[src/rtl/stream_serializer_tx_pkg.sv]
// Shared definitions for the wide-to-narrow stream transmitter.
package stream_serializer_tx_pkg;

   typedef enum logic {
      ST_IDLE = 1'b0,
      ST_SEND = 1'b1
   } state_e;

   // Ceiling log2, never less than one bit so RATIO=1 still has a legal counter.
   function automatic int clog2_min1(input int value);
      int result;
      result = 0;
      while ((1 << result) < value) result++;
      if (result < 1) result = 1;
      return result;
   endfunction

endpackage

[src/rtl/stream_serializer_tx.sv]
// Serialises one RATIO*PAYLOAD_BITS word into RATIO beats, LSB slice first,
// for a FIFO write port that writes on every val cycle.
//
//   state   | meaning
//   --------+--------------------------------------------
//   ST_IDLE | no word held, ready for a new word
//   ST_SEND | shift register holds at least one unsent beat
module stream_serializer_tx
   import stream_serializer_tx_pkg::*;
#(
   parameter int PAYLOAD_BITS = 32,
   parameter int RATIO        = 4
) (
   input  logic                          clk,
   input  logic                          reset,
   input  logic [PAYLOAD_BITS*RATIO-1:0] din,
   input  logic                          val_in,
   output logic                          ready_upward,
   output logic [PAYLOAD_BITS-1:0]       dout,
   output logic                          val_out,
   output logic                          last_out,
   input  logic                          ready_downward
);

   localparam int WIDE_BITS = PAYLOAD_BITS * RATIO;
   localparam int CNT_BITS  = clog2_min1(RATIO);
   localparam logic [CNT_BITS-1:0] CNT_LAST = CNT_BITS'(RATIO - 1);

   state_e                state_q, state_d;
   logic [CNT_BITS-1:0]   cnt_q, cnt_d;
   logic [WIDE_BITS-1:0]  shreg_q, shreg_d;

   logic cnt_last;
   logic accept;
   logic beat;

   assign cnt_last = (cnt_q == CNT_LAST);
   assign beat     = (state_q == ST_SEND) && ready_downward;

   // Taking a new word on the last beat keeps the downstream stream gap-free.
   assign ready_upward = !reset && ((state_q == ST_IDLE) || (cnt_last && beat));
   assign accept       = val_in && ready_upward;

   // Gated by reset so the reset cycle presents nothing even if a word was in flight.
   assign val_out  = !reset && beat;
   assign last_out = val_out && cnt_last;
   assign dout     = (!reset && state_q == ST_SEND) ? shreg_q[PAYLOAD_BITS-1:0]
                                                    : '0;

   always_comb begin
      state_d = state_q;
      cnt_d   = cnt_q;
      shreg_d = shreg_q;

      if (beat) begin
         if (!cnt_last) begin
            shreg_d = shreg_q >> PAYLOAD_BITS;
            cnt_d   = cnt_q + CNT_BITS'(1);
         end else begin
            state_d = ST_IDLE;
            cnt_d   = '0;
         end
      end

      if (accept) begin
         shreg_d = din;
         cnt_d   = '0;
         state_d = ST_SEND;
      end
   end

   always_ff @(posedge clk) begin
      if (reset) begin
         state_q <= ST_IDLE;
         cnt_q   <= '0;
         shreg_q <= '0;
      end else begin
         state_q <= state_d;
         cnt_q   <= cnt_d;
         shreg_q <= shreg_d;
      end
   end

endmodule
[config.mk]
export PLATFORM = sky130hd
export DESIGN_NAME = stream_serializer_tx
export DESIGN_NICKNAME = d
export VERILOG_FILES = /design/src/rtl/stream_serializer_tx_pkg.sv /design/src/rtl/stream_serializer_tx.sv
export SDC_FILE = /design/constraint.sdc
export NUM_CORES = 1
export LEC_CHECK = 0
export CORE_UTILIZATION = 49
export CTS_CLUSTER_SIZE = 24
export DETAILED_ROUTE_END_ITERATION = 10
export PLACE_DENSITY_LB_ADDON = 0.15
export SLEW_MARGIN = 20
export SYNTH_ARGS = -nofsm -noshare
export SYNTH_HDL_FRONTEND = slang
export SYNTH_SLANG_ARGS = --single-unit
[constraint.sdc]
create_clock -name clk -period 2.49 [get_ports clk]
set_input_delay 0.747 -clock clk [delete_from_list [all_inputs] [get_ports clk]]
set_output_delay 0.747 -clock clk [all_outputs]
set_load 0.01 [all_outputs]
Word-level counts from Yosys, hierarchy flattened
Cells that the tools add are included.
{"block": "word_totals", "register_bits": 131, "output_inout_bits": 35, "word_cells": 29}
{"block": "classes", "add_sub_neg": 1, "eq_ne": 2, "muxes": 8, "bitwise_logic": 1, "n_reduce_logical": 14}
{"op": "128-bit two-way mux", "count": 3}
{"op": "32-bit two-way mux", "count": 1}
{"op": "1-bit logical AND", "count": 7}
{"op": "2-bit AND reduction", "count": 2}
{"op": "2-bit nonzero test", "count": 2}
{"op": "1-bit two-way mux", "count": 3}
{"op": "2-bit by 1-bit adder with 2-bit output (second input constant)", "count": 1}
{"op": "2-bit == test (second input constant)", "count": 1}
{"op": "2-bit two-way mux", "count": 1}
{"op": "2-bit by 1-bit != test with 1-bit output (second input constant)", "count": 1}
{"op": "2-bit OR reduction", "count": 1}
{"op": "1-bit logical NOT", "count": 1}
{"op": "1-bit logical OR", "count": 1}
{"op": "1-bit NOT", "count": 1}

Longest topological paths before layout
Gate-level depths: netlist of run 1.
{"block": "depth", "depth_word": 7, "depth_mapped": 7, "depth_no_buf": 4}

Worst setup path after synthesis of run 1
No wires, ideal clock.
{"block": "synth_timing", "kind": "input-to-output", "startpoint": "in reset", "endpoint": "out ready_upward", "t_arrival_ps": 1564, "slack_ps": 179, "stages": 4, "path_cell_list": "buf_2 clkbuf_1 clkbuf_1 nor2_1"}
{"block": "synth_between", "elab_chain_len": 2}
{"element": "from (decl)", "line": "stream_serializer_tx.sv:15", "text": "input logic reset,"}
{"element": "1-bit logical NOT", "line": "stream_serializer_tx.sv:41", "text": "assign ready_upward = !reset && ((state_q == ST_IDLE) || (cnt_last && beat));"}
{"element": "1-bit logical AND", "line": "stream_serializer_tx.sv:41"}
{"element": "to (decl)", "line": "stream_serializer_tx.sv:18", "text": "output logic ready_upward,"}
No other way between the ends.

Worst setup path in the final report of run 1
{"block": "layout_timing", "startpoint": "in reset", "endpoint": "out last_out"}
{"block": "layout_between", "elab_chain_len": 3}
{"element": "1-bit logical NOT", "line": "stream_serializer_tx.sv:45", "text": "assign val_out = !reset && beat;"}
{"element": "1-bit logical AND", "line": "stream_serializer_tx.sv:45"}
{"element": "1-bit logical AND", "line": "stream_serializer_tx.sv:46", "text": "assign last_out = val_out && cnt_last;"}
{"element": "to (decl)", "line": "stream_serializer_tx.sv:21", "text": "output logic last_out,"}
No other way between the ends.

==> impl_metrics.env, run 1 <==
export IMPL_yosys_area_share_simple=0.254
export IMPL_synth_xor_xnor_area_share=0
export IMPL_yosys_warnings=0
export IMPL_gr_total_overflow=0
export IMPL_finalMaxSlewViolations=0
export IMPL_via_count=6153
export IMPL_cts_sinks=131
export IMPL_outcome="completed"
export IMPL_relSlewSlack=0.496
export IMPL_rows=41
export IMPL_post_place_ws_ps=-405
export IMPL_cpMaxStageDelayCell="dlygate4sd2_1"
export IMPL_drc_errors=0
export IMPL_die_w_um=117
export IMPL_postSynthAreaPerCell_sq_um=8.64
export IMPL_ios=167
export IMPL_dieArea_sq_mm=0.0138
export IMPL_vdd_drop_max_mv=0.429
export IMPL_cellPowerDensity_mw_per_mm2=642
export IMPL_drive_gt1_frac=0.164
export IMPL_finish_utilization=0.702
export IMPL_drtIter0Drc=532
export IMPL_syn_nets=889
export IMPL_synth_fa_ha_area_frac=0.00192
export IMPL_n_antenna_cell=0
export IMPL_ys_seq_area_frac=0.402
export IMPL_post_cts_buffers=0
export IMPL_cp_arrival_ps=1640
export IMPL_portBuffers=166
export IMPL_hold_viol=0
export IMPL_track_usage=0.262
export IMPL_synthArstFlopShare=0
export IMPL_cts_buffers=17
export IMPL_leakagePower_nw=3.13
export IMPL_hold_buffers=0
export IMPL_regArea_sq_mm=0.00262
export IMPL_grt_max_degree=87
export IMPL_clock_skew_ps=5.49
export IMPL_muxShareOfSynthArea=0
export IMPL_ys_top_cells_by_count="194 x nand2_1, 131 x dfxtp_1, 96 x nor3_1"
export IMPL_worst_slack_ps=104
export IMPL_grt_pass1_vias=5897
export IMPL_synth_top_family_by_area="compound AO/OA/AOI/OAI gates"
export IMPL_place_hpwl_um=12300
export IMPL_cts_tree="built"
export IMPL_insertion_delay_ps=410
export IMPL_multiInputGateArea_sq_mm=0.00343
export IMPL_ys_ff_latch=131
export IMPL_cts_htree_levels=4
export IMPL_critPathMaxFanout=34
export IMPL_cts_root_buf="clkbuf_16"
export IMPL_synth_main_ff_cell="dfxtp_1"
export IMPL_hold_worst_slack_ps=484
export IMPL_synth_area_leaders="dfxtp_1 40%, a311oi_2 16%, nand2_1 11%, nor3_1 7.4%, o211ai_1 3.7%"
export IMPL_globalRouteMet3Util=0.0494
export IMPL_synth_enable_flop_cells=0
export IMPL_start_kind="primary input"
export IMPL_cts_buffer_depth=2
export IMPL_place_gp_congestion=0.846
export IMPL_cap_violations=0
export IMPL_critPathRequiredTime_ps=1740
export IMPL_crit_type="in -> out"
export IMPL_grtUsageMet1=0.369
export IMPL_end_kind="output port"
export IMPL_crit_family="buffers and inverters"
export IMPL_antenna_found_initial=0
export IMPL_synth_compound_area_frac=0.262
export IMPL_grt_pass1_wl_um=29600
export IMPL_drt_vias_per_instance=5.73
export IMPL_fin_crit_sh=0.958
export IMPL_yosysMostFrequentCell="nand2_1"
export IMPL_rsz0062_at_grt="no"
export IMPL_wire_per_inst_um=16.6
export IMPL_max_freq_ghz=0.419
export IMPL_setup_violations=0
export IMPL_crit_chain="buf_6 > nor2b_2 > buf_12 > and3_1 > dlygate4sd2_1"
export IMPL_grt_most_used_layer="met2"
export IMPL_drt_wl_total_um=17900
export IMPL_netlist_instances=756
export IMPL_fillers=1013
export IMPL_hold_path_class="reg -> reg"
export IMPL_coreArea_sq_mm=0.0128
export IMPL_yosys_cell_types_count=28
export IMPL_slowest_delay_ps=290
export IMPL_grt_use_met2=0.400
export IMPL_synth_top_area_share=0.402
export IMPL_path_clk_slew_ps=60
export IMPL_final_nets=1022
export IMPL_ant_nets=0
export IMPL_period_minus_slack_ps=2390
export IMPL_area_growth_pct=37.8
export IMPL_initial_utilization=0.509
export IMPL_yosys_area_top_type="dfxtp_1"
export IMPL_crit_buf_inv=3
export IMPL_worst_slew_pin_transition_ps=756
export IMPL_dr_pass1_iters=5
export IMPL_die_y_um=117
export IMPL_syn_cell_area_sq_mm=0.00653
export IMPL_timing_setup_tns_ps=0
-- power breakdown --
group | leakage [nW] | switching [mW] | internal [mW] | total (mW)
clock network | 0.301 | 0.934 | 1.71 | 2.64
logic | 1.75 | 0.412 | 0.425 | 0.838
registers | 1.07 | 0.0743 | 2.23 | 2.30
-- path summary, 6_finish.rpt --
| path | slack (ps) | endpoint | cells past startpoint | from |
|---|---|---|---|---|
| setup reg to reg | 450 | shreg_q[17] | 6 | cnt_q[0] |
| hold reg to reg | 480 | shreg_q[10] | 2 | shreg_q[10] |
| setup / recovery | 100 | last_out | 5 | reset |
| hold / removal | 480 | shreg_q[10] | 2 | shreg_q[10] |
-- worst register-to-register path, delay by kind of cell, from the launching register on --
kind                     cells  cell delay (ps)
AO/OA/AOI/OAI                2              410
adder cells (fa/ha/maj)      1              190
buffers and inverters        2              800
flip-flops                   1              350
AND/OR/NAND/NOR              1              200
-- sequential cells by signal (all words and copies together) (netlist names) --
signal   cells
state_q      1
shreg_q    128
cnt_q        2
-- metal layers --
| layer | wire (um) | part of all wire |
|---|---|---|
| met1 | 8380 | 0.47 |
| met2 | 7970 | 0.45 |
| met3 | 1190 | 0.067 |
| met4 | 325 | 0.018 |
| met5 | 0 | 0 |
-- cell families after synthesis --
kind of cell / after synthesis
AO/OA/AOI/OAI: 165
flip-flops: 131
buffers and inverters: 90
adder cells (fa/ha/maj): 1
AND/OR/NAND/NOR: 369
-- metrics by stage --
step           cells  cell area [sq um]  power (mW)
2_1_floorplan    756               6530        2.80
3_3_place_gp    1042               8400        3.16
3_5_place_dp    1042               8400        3.18
4_1_cts         1074               9000        5.80
5_1_grt         1074               9000        5.99
6_report        1074               9000        5.78
-- final cells by class --
| cell class | instances | area share |
|---|---|---|
| clock buffer | 20 | 0.0496 |
| clock inverter | 12 | 0.0200 |
| multi-input combinational | 535 | 0.381 |
| sequential | 131 | 0.291 |
| tap | 172 | 0.0239 |
| timing repair buffer | 204 | 0.234 |
-- what timing repair did --
item | 4_1_cts | 5_1_grt
setup endpoints to repair | 35 | 1
gates cloned | 0 | 0
gates resized for setup | 40 | 2
-- cells in the final DEF (no fill, tap or decap), types with 2 or more instances in the layout --
master,netlist,final
nor2_1,3,3
buf_4,15,22
clkdlybuf4s50_1,0,129
nand3_1,33,33
clkinv_4,0,3
o211ai_1,32,32
clkinvlp_4,0,2
bufinv_16,0,4
dlygate4sd2_1,0,34
clkbuf_1,20,2
nand2_1,194,194
clkinv_2,0,2
dfxtp_1,131,130
a21oi_1,33,33
nor2b_2,0,2
a311oi_2,69,69
buf_12,0,16
clkbuf_16,0,17
a311oi_1,27,27
nor3_1,96,96
and2_1,33,33
Note: power is estimated with default switching activity, not from simulation.
==> inputs of run 2 (changes only) <==
- PLACE_DENSITY: default -> 0.8
- PLACE_DENSITY_LB_ADDON: 0.15 -> default
- SKIP_LAST_GASP: default -> 1
==> run 2 against run 1 <==
The flow now finishes with violations (negative setup slack). Sequential power hardly changed. First-iteration DRC count rose by 25%. Global-route usage increased by 0.27 points. Non-clock buffer count fell by 14. Combinational power decreased by 2%. Sequential share of layout area grew 0.51 points. Critical path type unchanged.
==> impl_metrics.env, run 2 (synthesis results as in run 1) <==
export IMPL_cts_sinks=131
export IMPL_cts_htree_levels=4
export IMPL_grt_max_degree=102
export IMPL_placedInstanceArea_sq_mm=0.00825
export IMPL_drt_wl_total_um=18200
export IMPL_die_y_um=117
export IMPL_cellPowerDensity_mw_per_mm2=631
export IMPL_globalRouteMet3Util=0.0480
export IMPL_wire_per_inst_um=17.2
export IMPL_mostFrequentLayoutCells="194 x nand2_1, 162 x clkdlybuf4s50_1, 131 x dfxtp_1"
export IMPL_violations="negative setup slack"
export IMPL_sequentialPowerShare=0.412
export IMPL_cts_root_buf="clkbuf_16"
export IMPL_critPathMaxFanout=34
export IMPL_fin_crit_sh=1.05
export IMPL_post_cts_buffers=0
export IMPL_crit_type="in -> out"
export IMPL_timing_rr_start="cnt_q[0]"
export IMPL_startpoint="reset"
export IMPL_leakagePower_nw=2.87
export IMPL_hold_path_class="reg -> reg"
export IMPL_final_nets=1008
export IMPL_p_sw_frac=0.245
export IMPL_p_int_mw=4.21
export IMPL_antenna_found_initial=0
export IMPL_combPwrFrac=0.148
export IMPL_max_freq_ghz=0.383
export IMPL_rr_endpoint="shreg_q[57]"
export IMPL_via_count=6136
export IMPL_place_gp_congestion=0.804
export IMPL_worst_slack_ps=-121
export IMPL_relSlewSlack=0.469
export IMPL_drtIter0Drc=667
export IMPL_area_growth_pct=35.4
export IMPL_grtUsageMet1=0.371
export IMPL_drc_errors=0
export IMPL_dieArea_sq_mm=0.0138
export IMPL_die_w_um=117
export IMPL_vdd_drop_max_mv=0.410
export IMPL_ios=167
export IMPL_postLayoutCellArea_sq_mm=0.00884
export IMPL_p_sw_mw=1.36
export IMPL_end_kind="output port"
export IMPL_rsz0062_at_grt="yes"
export IMPL_n_antenna_cell=0
export IMPL_dr_pass1_iters=5
export IMPL_critPathRequiredTime_ps=1740
export IMPL_period_minus_slack_ps=2610
export IMPL_pwr_share_clk=0.440
export IMPL_grt_most_used_layer="met2"
export IMPL_grt_pass1_wl_um=29700
export IMPL_hold_buffers=0
export IMPL_finalMaxSlewViolations=0
export IMPL_grt_use_met2=0.406
export IMPL_whs_endpoint="shreg_q[20]"
export IMPL_rows=41
export IMPL_cap_violations=0
export IMPL_reg2regPathDepth=6
export IMPL_gr_total_overflow=0
export IMPL_hold_depth=2
export IMPL_start_kind="primary input"
export IMPL_hold_path_startpoint="shreg_q[52]"
export IMPL_timing_setup_tns_ps=-3210
export IMPL_largest_register="shreg_q"
export IMPL_track_usage=0.265
export IMPL_insertion_delay_ps=410
export IMPL_coreArea_sq_mm=0.0128
export IMPL_cts_tree="built"
export IMPL_cts_buffers=17
export IMPL_hold_viol=0
export IMPL_largest_reg_flops=128
export IMPL_grt_pass1_vias=5820
export IMPL_place_hpwl_um=12000
export IMPL_setup_violations=33
export IMPL_worst_slew_pin_transition_ps=797
export IMPL_drt_vias_per_instance=5.80
export IMPL_cts_buffer_depth=2
export IMPL_outcome="finished, violations left"
export IMPL_cp_arrival_ps=1860
export IMPL_reg_top3="shreg_q x128, cnt_q x2, state_q x1"
export IMPL_drive_gt1_frac=0.149
export IMPL_path_clk_slew_ps=50
export IMPL_initial_utilization=0.509
export IMPL_clock_skew_ps=7.63
export IMPL_r2r_setup_slack_ps=440
export IMPL_ant_nets=0
export IMPL_cts_resized=6
export IMPL_layout_commonest_cell="nand2_1"
export IMPL_portBuffers=166
export IMPL_fillers=976
==> run 2: cell count changes in the layout (fill, tap and decap cells not counted), moves of 3 or more <==
cell             before  now
buf_4                22   12
clkdlybuf4s50_1     129  162
clkinv_4              3    0
buf_12               16   12
clkinv_2              2    5
dlygate4sd2_1        34    1
==> run 2: cell type report <==
class                      count  area, sq um  area share
clock inverter                11          138      0.0156
clock buffer                  19          443      0.0501
multi-input combinational    535         3430       0.388
timing repair buffer         190         2000       0.226
sequential                   131         2620       0.297
tap                          172          215      0.0243
==> run 2: how the worst max path moves through the flow <==
stage | end | slack, ps
2_1_floorplan | ready_upward | 180
3_3_place_gp | ready_upward | -410
3_5_place_dp | ready_upward | -420
4_1_cts | last_out | -130
5_1_grt | dout[10] | -180
6_report | dout[23] | -120
==> run 2: per-layer routing <==
metal	vias up	part of all wire
met4	0	0.021
met2	246	0.46
met5	-	0
met1	2873	0.46
li1	2985	-
met3	32	0.053
==> run 2: power groups by stage <==
stage          clock, mW  sequential, mW  combinational, mW
2_1_floorplan          0            2.32              0.482
3_3_place_gp           0            2.33              0.795
3_5_place_dp           0            2.34              0.818
4_1_cts             2.48            2.30              0.823
5_1_grt             2.58            2.31              0.885
6_report            2.46            2.30              0.824
==> run 2: worst max-delay path, cell delays in order <==
cell             delay, ps
buf_6                   90
nor2b_2                140
buf_12                 170
and2_1                 160
clkdlybuf4s50_1        530
==> run 2: through the flow <==
step | total power [mW] | cells | utilization | setup slack [ps] | hold slack [ps]
after CTS | 5.60 | 1058 | 0.689 | -132 | 482
after floorplan | 2.80 | 756 | - | 179 | 457
after global placement | 3.13 | 1028 | 0.643 | -406 | 466
after detailed placement | 3.16 | 1028 | 0.643 | -421 | 473
final | 5.58 | 1058 | 0.689 | -121 | 485
after global routing | 5.78 | 1058 | 0.689 | -183 | 490
